**src/rtl/conn_setup_sequencer_pkg.sv**
```systemverilog
// Shared NIC types for the connection-setup path: the frame format and command
// set used by the RPC unit, plus the sequencer state encoding.
package conn_setup_sequencer_pkg;

    typedef enum logic [2:0] {
        setUpNop          = 3'd0,
        setUpConnId       = 3'd1,
        setUpOpen         = 3'd2,
        setUpDestIPv4     = 3'd3,
        setUpDestPort     = 3'd4,
        setUpClientFlowId = 3'd5,
        setUpQPFields     = 3'd6,
        setUpEnable       = 3'd7
    } ConnSetupCmd;

    typedef struct packed {
        ConnSetupCmd  cmd;
        logic [31:0]  data;
        logic [63:0]  big_data;
    } ConnSetupFrame;

    typedef enum logic [3:0] {
        S_IDLE        = 4'd0,
        S_CONN_ID     = 4'd1,
        S_OPEN        = 4'd2,
        S_DEST_IP     = 4'd3,
        S_DEST_PORT   = 4'd4,
        S_FLOW_ID     = 4'd5,
        S_QP          = 4'd6,
        S_ENABLE      = 4'd7,
        S_WAIT_STATUS = 4'd8,
        S_RESP        = 4'd9
    } SeqState;

    // big_data layout of the setUpQPFields frame, shared with the RPC parser.
    localparam int QP_NUM_MSB = 63;
    localparam int QP_NUM_LSB = 48;
    localparam int P_KEY_MSB  = 47;
    localparam int P_KEY_LSB  = 32;
    localparam int Q_KEY_MSB  = 31;
    localparam int Q_KEY_LSB  = 0;

    typedef struct packed {
        logic [31:0] conn_id;
        logic        open;
        logic [31:0] dest_ip;
        logic [15:0] dest_port;
        logic [31:0] flow_id;
        logic [15:0] remote_qp_num;
        logic [15:0] p_key;
        logic [31:0] q_key;
    } conn_desc_t;

    function automatic logic [63:0] pack_qp_fields(input logic [15:0] qp_num,
                                                   input logic [15:0] p_key,
                                                   input logic [31:0] q_key);
        logic [63:0] big;
        big = '0;
        big[QP_NUM_MSB:QP_NUM_LSB] = qp_num;
        big[P_KEY_MSB:P_KEY_LSB]   = p_key;
        big[Q_KEY_MSB:Q_KEY_LSB]   = q_key;
        return big;
    endfunction

    function automatic logic is_frame_state(input SeqState st);
        return st inside {S_CONN_ID, S_OPEN, S_DEST_IP, S_DEST_PORT,
                          S_FLOW_ID, S_QP, S_ENABLE};
    endfunction

    // Frame carried by each frame state; every other state yields an all-zero frame.
    function automatic ConnSetupFrame build_frame(input SeqState st, input conn_desc_t d);
        ConnSetupFrame f;
        f = '0;
        case (st)
            S_CONN_ID: begin
                f.cmd  = setUpConnId;
                f.data = d.conn_id;
            end
            S_OPEN: begin
                f.cmd  = setUpOpen;
                f.data = {31'd0, d.open};
            end
            S_DEST_IP: begin
                f.cmd  = setUpDestIPv4;
                f.data = d.dest_ip;
            end
            S_DEST_PORT: begin
                f.cmd  = setUpDestPort;
                f.data = {16'd0, d.dest_port};
            end
            S_FLOW_ID: begin
                f.cmd  = setUpClientFlowId;
                f.data = d.flow_id;
            end
            S_QP: begin
                f.cmd      = setUpQPFields;
                f.big_data = pack_qp_fields(d.remote_qp_num, d.p_key, d.q_key);
            end
            S_ENABLE: f.cmd = setUpEnable;
            default:  f = '0;
        endcase
        return f;
    endfunction

endpackage

```
**src/rtl/conn_setup_sequencer.sv**
```systemverilog
// Connection-setup sequencer: turns one open/close descriptor into the ordered
// ConnSetupFrame sequence, waits for the connection-manager status, and responds.
module conn_setup_sequencer
    import conn_setup_sequencer_pkg::*;
#(
    parameter int NIC_ID         = 0,
    parameter int TIMEOUT_CYCLES = 1024,
    parameter int FLOW_ID_WIDTH  = 16
) (
    input  logic                             clk,
    input  logic                             reset,
    input  logic                             req_valid,
    output logic                             req_ready,
    input  logic [31:0]                      req_conn_id,
    input  logic                             req_open,
    input  logic [31:0]                      req_dest_ip,
    input  logic [15:0]                      req_dest_port,
    input  logic [FLOW_ID_WIDTH-1:0]         req_client_flow_id,
    input  logic [15:0]                      req_remote_qp_num,
    input  logic [15:0]                      req_p_key,
    input  logic [31:0]                      req_q_key,
    output logic                             conn_setup_en_out,
    output logic [$bits(ConnSetupFrame)-1:0] conn_setup_frame_out,
    input  logic                             status_valid_in,
    input  logic                             status_ok_in,
    output logic                             resp_valid,
    input  logic                             resp_ready,
    output logic [31:0]                      resp_conn_id,
    output logic                             resp_ok,
    output logic                             resp_timeout,
    output logic                             error
);

    localparam int CNT_W = (TIMEOUT_CYCLES > 1) ? $clog2(TIMEOUT_CYCLES) : 1;
    localparam logic [CNT_W-1:0] CNT_LAST = CNT_W'(TIMEOUT_CYCLES - 1);

    SeqState       state_q, state_d;
    conn_desc_t    desc_q, desc_d;
    logic [CNT_W-1:0] cnt_q, cnt_d;
    logic          en_q, en_d;
    ConnSetupFrame frame_q, frame_d;
    logic          resp_valid_q, resp_valid_d;
    logic          resp_ok_q, resp_ok_d;
    logic          resp_timeout_q, resp_timeout_d;
    logic          error_q, error_d;

    logic          accept;
    logic          in_wait;
    logic          timeout_hit;

    assign in_wait     = (state_q == S_WAIT_STATUS);
    assign accept      = (state_q == S_IDLE) && req_valid;
    assign timeout_hit = in_wait && !status_valid_in && (cnt_q == CNT_LAST);

    always_comb begin
        // NOTE: every signal gets its hold value first so no path leaves it unassigned (no latches).
        state_d        = state_q;
        desc_d         = desc_q;
        cnt_d          = cnt_q;
        resp_ok_d      = resp_ok_q;
        resp_timeout_d = resp_timeout_q;
        error_d        = error_q | (status_valid_in && !in_wait);

        unique case (state_q)
            S_IDLE: begin
                if (accept) begin
                    desc_d.conn_id       = req_conn_id;
                    desc_d.open          = req_open;
                    desc_d.dest_ip       = req_dest_ip;
                    desc_d.dest_port     = req_dest_port;
                    desc_d.flow_id       = 32'(req_client_flow_id);
                    desc_d.remote_qp_num = req_remote_qp_num;
                    desc_d.p_key         = req_p_key;
                    desc_d.q_key         = req_q_key;
                    state_d              = S_CONN_ID;
                end
            end
            S_CONN_ID:   state_d = S_OPEN;
            S_OPEN:      state_d = desc_q.open ? S_DEST_IP : S_ENABLE;
            S_DEST_IP:   state_d = S_DEST_PORT;
            S_DEST_PORT: state_d = S_FLOW_ID;
            S_FLOW_ID:   state_d = S_QP;
            S_QP:        state_d = S_ENABLE;
            S_ENABLE: begin
                state_d = S_WAIT_STATUS;
                cnt_d   = '0;
            end
            S_WAIT_STATUS: begin
                // A status arriving on the last counted cycle still beats the timeout.
                if (status_valid_in) begin
                    resp_ok_d      = status_ok_in;
                    resp_timeout_d = 1'b0;
                    state_d        = S_RESP;
                end else if (timeout_hit) begin
                    resp_ok_d      = 1'b0;
                    resp_timeout_d = 1'b1;
                    state_d        = S_RESP;
                end else begin
                    cnt_d = cnt_q + 1'b1;
                end
            end
            S_RESP: begin
                if (resp_ready) begin
                    state_d = S_IDLE;
                end
            end
            default: state_d = S_IDLE;
        endcase

        // Frame outputs are registered from the state being entered, so each frame
        // is visible in exactly the cycle its state is held.
        en_d         = is_frame_state(state_d);
        frame_d      = build_frame(state_d, desc_d);
        resp_valid_d = (state_d == S_RESP);
    end

    always_ff @(posedge clk) begin
        if (reset) begin
            // NOTE: the descriptor is a plain register, not a memory, so it is cleared with the rest.
            state_q        <= S_IDLE;
            desc_q         <= '0;
            cnt_q          <= '0;
            en_q           <= 1'b0;
            frame_q        <= '0;
            resp_valid_q   <= 1'b0;
            resp_ok_q      <= 1'b0;
            resp_timeout_q <= 1'b0;
            error_q        <= 1'b0;
        end else begin
            state_q        <= state_d;
            desc_q         <= desc_d;
            cnt_q          <= cnt_d;
            en_q           <= en_d;
            frame_q        <= frame_d;
            resp_valid_q   <= resp_valid_d;
            resp_ok_q      <= resp_ok_d;
            resp_timeout_q <= resp_timeout_d;
            error_q        <= error_d;
        end
    end

    assign req_ready            = (state_q == S_IDLE);
    assign conn_setup_en_out    = en_q;
    assign conn_setup_frame_out = frame_q;
    assign resp_valid           = resp_valid_q;
    assign resp_conn_id         = desc_q.conn_id;
    assign resp_ok              = resp_ok_q;
    assign resp_timeout         = resp_timeout_q;
    assign error                = error_q;

`ifndef SYNTHESIS
    always_ff @(posedge clk) begin
        if (!reset) begin
            if (timeout_hit) begin
                $info("conn_setup_sequencer[%0d]: status timeout for conn_id 0x%08h",
                      NIC_ID, desc_q.conn_id);
            end
            if (status_valid_in && !in_wait) begin
                $info("conn_setup_sequencer[%0d]: stray status outside WAIT_STATUS (state %0d)",
                      NIC_ID, state_q);
            end
        end
    end
`endif

endmodule
```
**config.mk**
```make
export PLATFORM = sky130hd
export DESIGN_NAME = conn_setup_sequencer
export DESIGN_NICKNAME = d
export VERILOG_FILES = /design/src/rtl/conn_setup_sequencer_pkg.sv /design/src/rtl/conn_setup_sequencer.sv
export SDC_FILE = /design/constraint.sdc
export NUM_CORES = 1
export LEC_CHECK = 0
export CAP_MARGIN = 40
export CORE_MARGIN = 5
export CORE_UTILIZATION = 52
export CTS_CLUSTER_SIZE = 10
export DETAILED_ROUTE_END_ITERATION = 10
export PLACE_DENSITY = 0.85
export SYNTH_ARGS = -nofsm -noshare
export SYNTH_HDL_FRONTEND = slang
export SYNTH_SLANG_ARGS = --single-unit
```
**constraint.sdc**
```tcl
create_clock -name clk -period 3.05 [get_ports clk]
set_input_delay 0.915 -clock clk [delete_from_list [all_inputs] [get_ports clk]]
set_output_delay 0.915 -clock clk [all_outputs]
set_load 0.01 [all_outputs]
```
==> impl_metrics.tcl <==
set metrics [dict create \
    run_status "complete, no violations" \
    finalNetCount 1632 \
    ys_types 58 \
    clk_transition_reported_paths_ns 0.05 \
    min_from "desc_q[67]$_SDFF_PP0_" \
    grt_overflow_total 0 \
    grt_antenna_before_repair 1 \
    root_buffer "clkbuf_16" \
    reg2reg_to "conn_setup_frame_out[69]$_SDFF_PP0_" \
    r2r_start "state_q[3]$_SDFF_PP0_" \
    reg2reg_depth 7 \
    stdcell_area_mm2 0.01508 \
    critPathMaxFanout 2 \
    vias 9487 \
    tightestPinTransition_ns 0.7748 \
    crit_path_start "state_q[3]$_SDFF_PP0_" \
    clock_sinks 295 \
    min_to "desc_q[67]$_SDFF_PP0_" \
    power_mw 9.793 \
    yosysWarnings 0 \
    place_area_mm2 0.01410 \
    p_leak_nw 5.610 \
    min_period_over_period 0.9495 \
    chipWidth_um 156.3 \
    drv_slew 0 \
    grt_pass1_wl_um 49050 \
    cts-resized-gates 0 \
    netlist_instances 1210 \
    synthFlopType "dfxtp_1" \
    final_common_cell "clkdlybuf4s50_1" \
    syn_area_per_cell_um2 9.194 \
    vdd_drop_max_uv 337.0 \
    dp_hpwl_um 21450 \
    fin_setup_tns_ns 0 \
    cp.required_ns 2.13 \
    postCtsSetupBuffers 1 \
    synthArstFlopShare 0 \
    syn_area_mm2 0.01112 \
    fin_skew_ns 0.01218 \
    hold_buffers 0 \
    dr.pass1.iters 5 \
    area_growth_pct 35.60 \
    end_kind "primary output" \
    cts_buffers 35 \
    synth_edf_count 0 \
    syn_nets 1378 \
    ys_seq_area_frac 0.5309 \
    port_buffers 303 \
    holdPathStages 2 \
    fin_crit_ns 2.896 \
    cts_tree "done" \
    routedWlPerCell_um 17.94 \
    clk_latency_ns 0.50 \
    worstSetupPathType "reg -> out" \
    die_h_um 156.3 \
    fmax_mhz 345.3 \
    ctsHtreeMaxLevel 2 \
    finalSetupViolCount 0 \
    slew_headroom 0.4762 \
    drt-initial-drc-count 644 \
    viasPerCell 5.434 \
    setup.worst_path.start_class "flop" \
    cap_violations 0 \
    drc 0 \
    ctsLongestPathBuffers 3 \
    rsz0062_at_grt "no" \
    ant_nets 0 \
    grt_pass1_vias 9440 \
    final_cell_mix "302 x clkdlybuf4s50_1, 295 x dfxtp_1, 206 x nor2_1, 164 x nand2_1, 137 x a21oi_1" \
    final_util 0.7176 \
    hold_violations 0 \
    hold_class "reg -> reg" \
    yosys_register_bits 295 \
    dieArea_mm2 0.02442 \
    drive_gt1_frac 0.06943 \
    fp.coreArea_mm2 0.02102 \
    r2r_slack_ns 0.59 \
    powerDensity_mw_per_mm2 649.2 \
    ioPinCount 304 \
    gp_congestion 0.8471 \
    finalWirelength_um 31320 \
    whs_ns 0.4536 \
    track_usage 0.2477 \
    rows 53 \
    grt_max_degree 72 \
    initial_utilization 0.5292 \
    crit_arrival_ns 1.98 \
]
-- area by class of cell --
cell class	instances	area [µm²]
diodes	2	5.005
clock buffers	41	950.9
clock inverters	1	20.02
fillers	1515	5937
inverters	4	15.01
multi-input cells	789	4489
flip-flops and latches	295	5906
well taps	275	344.1
repair buffers	339	3354
-- cell families after synthesis --
logic type,count (synthesis),share of synthesized area
AND/OR/NAND/NOR,451,0.1768
flip-flops,295,0.5309
AO/OA/AOI/OAI,263,0.1581
buffers and inverters,126,0.06748
multiplexers,65,0.05849
XOR/XNOR,9,0.007086
adder cells (fa/ha/maj),1,0.001125
-- worst max-delay path by stage --
stage	end	slack (ns)	depth (start not counted)
2_1_floorplan	conn_setup_frame_out[94]$_SDFF_PP0_	0.67	7
3_3_place_gp	conn_setup_frame_out[69]$_SDFF_PP0_	0.19	8
3_5_place_dp	conn_setup_frame_out[43]$_SDFF_PP0_	0.16	8
4_1_cts	req_ready	0.13	3
5_1_grt	req_ready	0.10	3
6_report	req_ready	0.15	3
-- cell usage after synthesis, types with 3 or more instances --
master	number	area share
a211oi_1	9	0.0061
a21oi_1	137	0.062
a21oi_2	5	0.0039
a221oi_1	4	0.0031
a22oi_1	27	0.018
a2bb2oi_1	15	0.012
and2_1	20	0.011
and4_1	3	0.0024
buf_1	3	0.0010
buf_2	12	0.0054
buf_4	46	0.031
buf_6	12	0.012
clkbuf_1	49	0.017
dfxtp_1	295	0.53
inv_1	3	0.0010
mux2i_1	65	0.058
nand2_1	164	0.055
nand2b_1	3	0.0017
nand3_1	3	0.0013
nor2_1	206	0.070
nor2b_1	17	0.0096
nor3_1	6	0.0027
nor4b_1	16	0.013
o2111ai_1	3	0.0024
o211ai_1	3	0.0020
o21ai_0	18	0.0081
o22ai_1	16	0.0090
o2bb2a_4	9	0.016
o2bb2ai_1	5	0.0039
xor2_1	8	0.0063
-- stage by stage --
step                worst slack, ns  std cells
floorplan                    0.6683       1210
global placement             0.1856       1701
detailed placement           0.1591       1701
CTS                          0.1255       1744
global route                 0.1012       1745
finish                       0.1539       1746
-- state kept, by name, indices dropped and copies added, names as in the netlist --
name                  count
cnt_q                    10
conn_setup_en_out         1
conn_setup_frame_out     99
desc_q                  145
resp_timeout              1
state_q                   4
resp_valid                1
error                     1
resp_ok                   1
resp_conn_id             32
-- power breakdown --
part	leakage, nW	internal (mW)	total [mW]	switching (mW)
logic	2.73	0.875	1.90	1.02
clock network	0.476	2.18	3.63	1.45
registers	2.40	4.15	4.26	0.116
-- worst max-delay path: stages (launching register included) --
cell             delay, ns
dfxtp_1               0.31
or4_4                 0.57
inv_2                 0.08
clkdlybuf4s50_1       0.53
-- metal layers --
layer | up-vias | wire [µm] | global-route usage
li1 | 4577 | - | -
met1 | 4430 | 12340 | 0.3019
met2 | 390 | 15340 | 0.4209
met3 | 90 | 2127 | 0.05420
met4 | 0 | 1513 | 0.1107
met5 | - | 0 | 0
No activity file was read; power rests on OpenSTA's default activity.
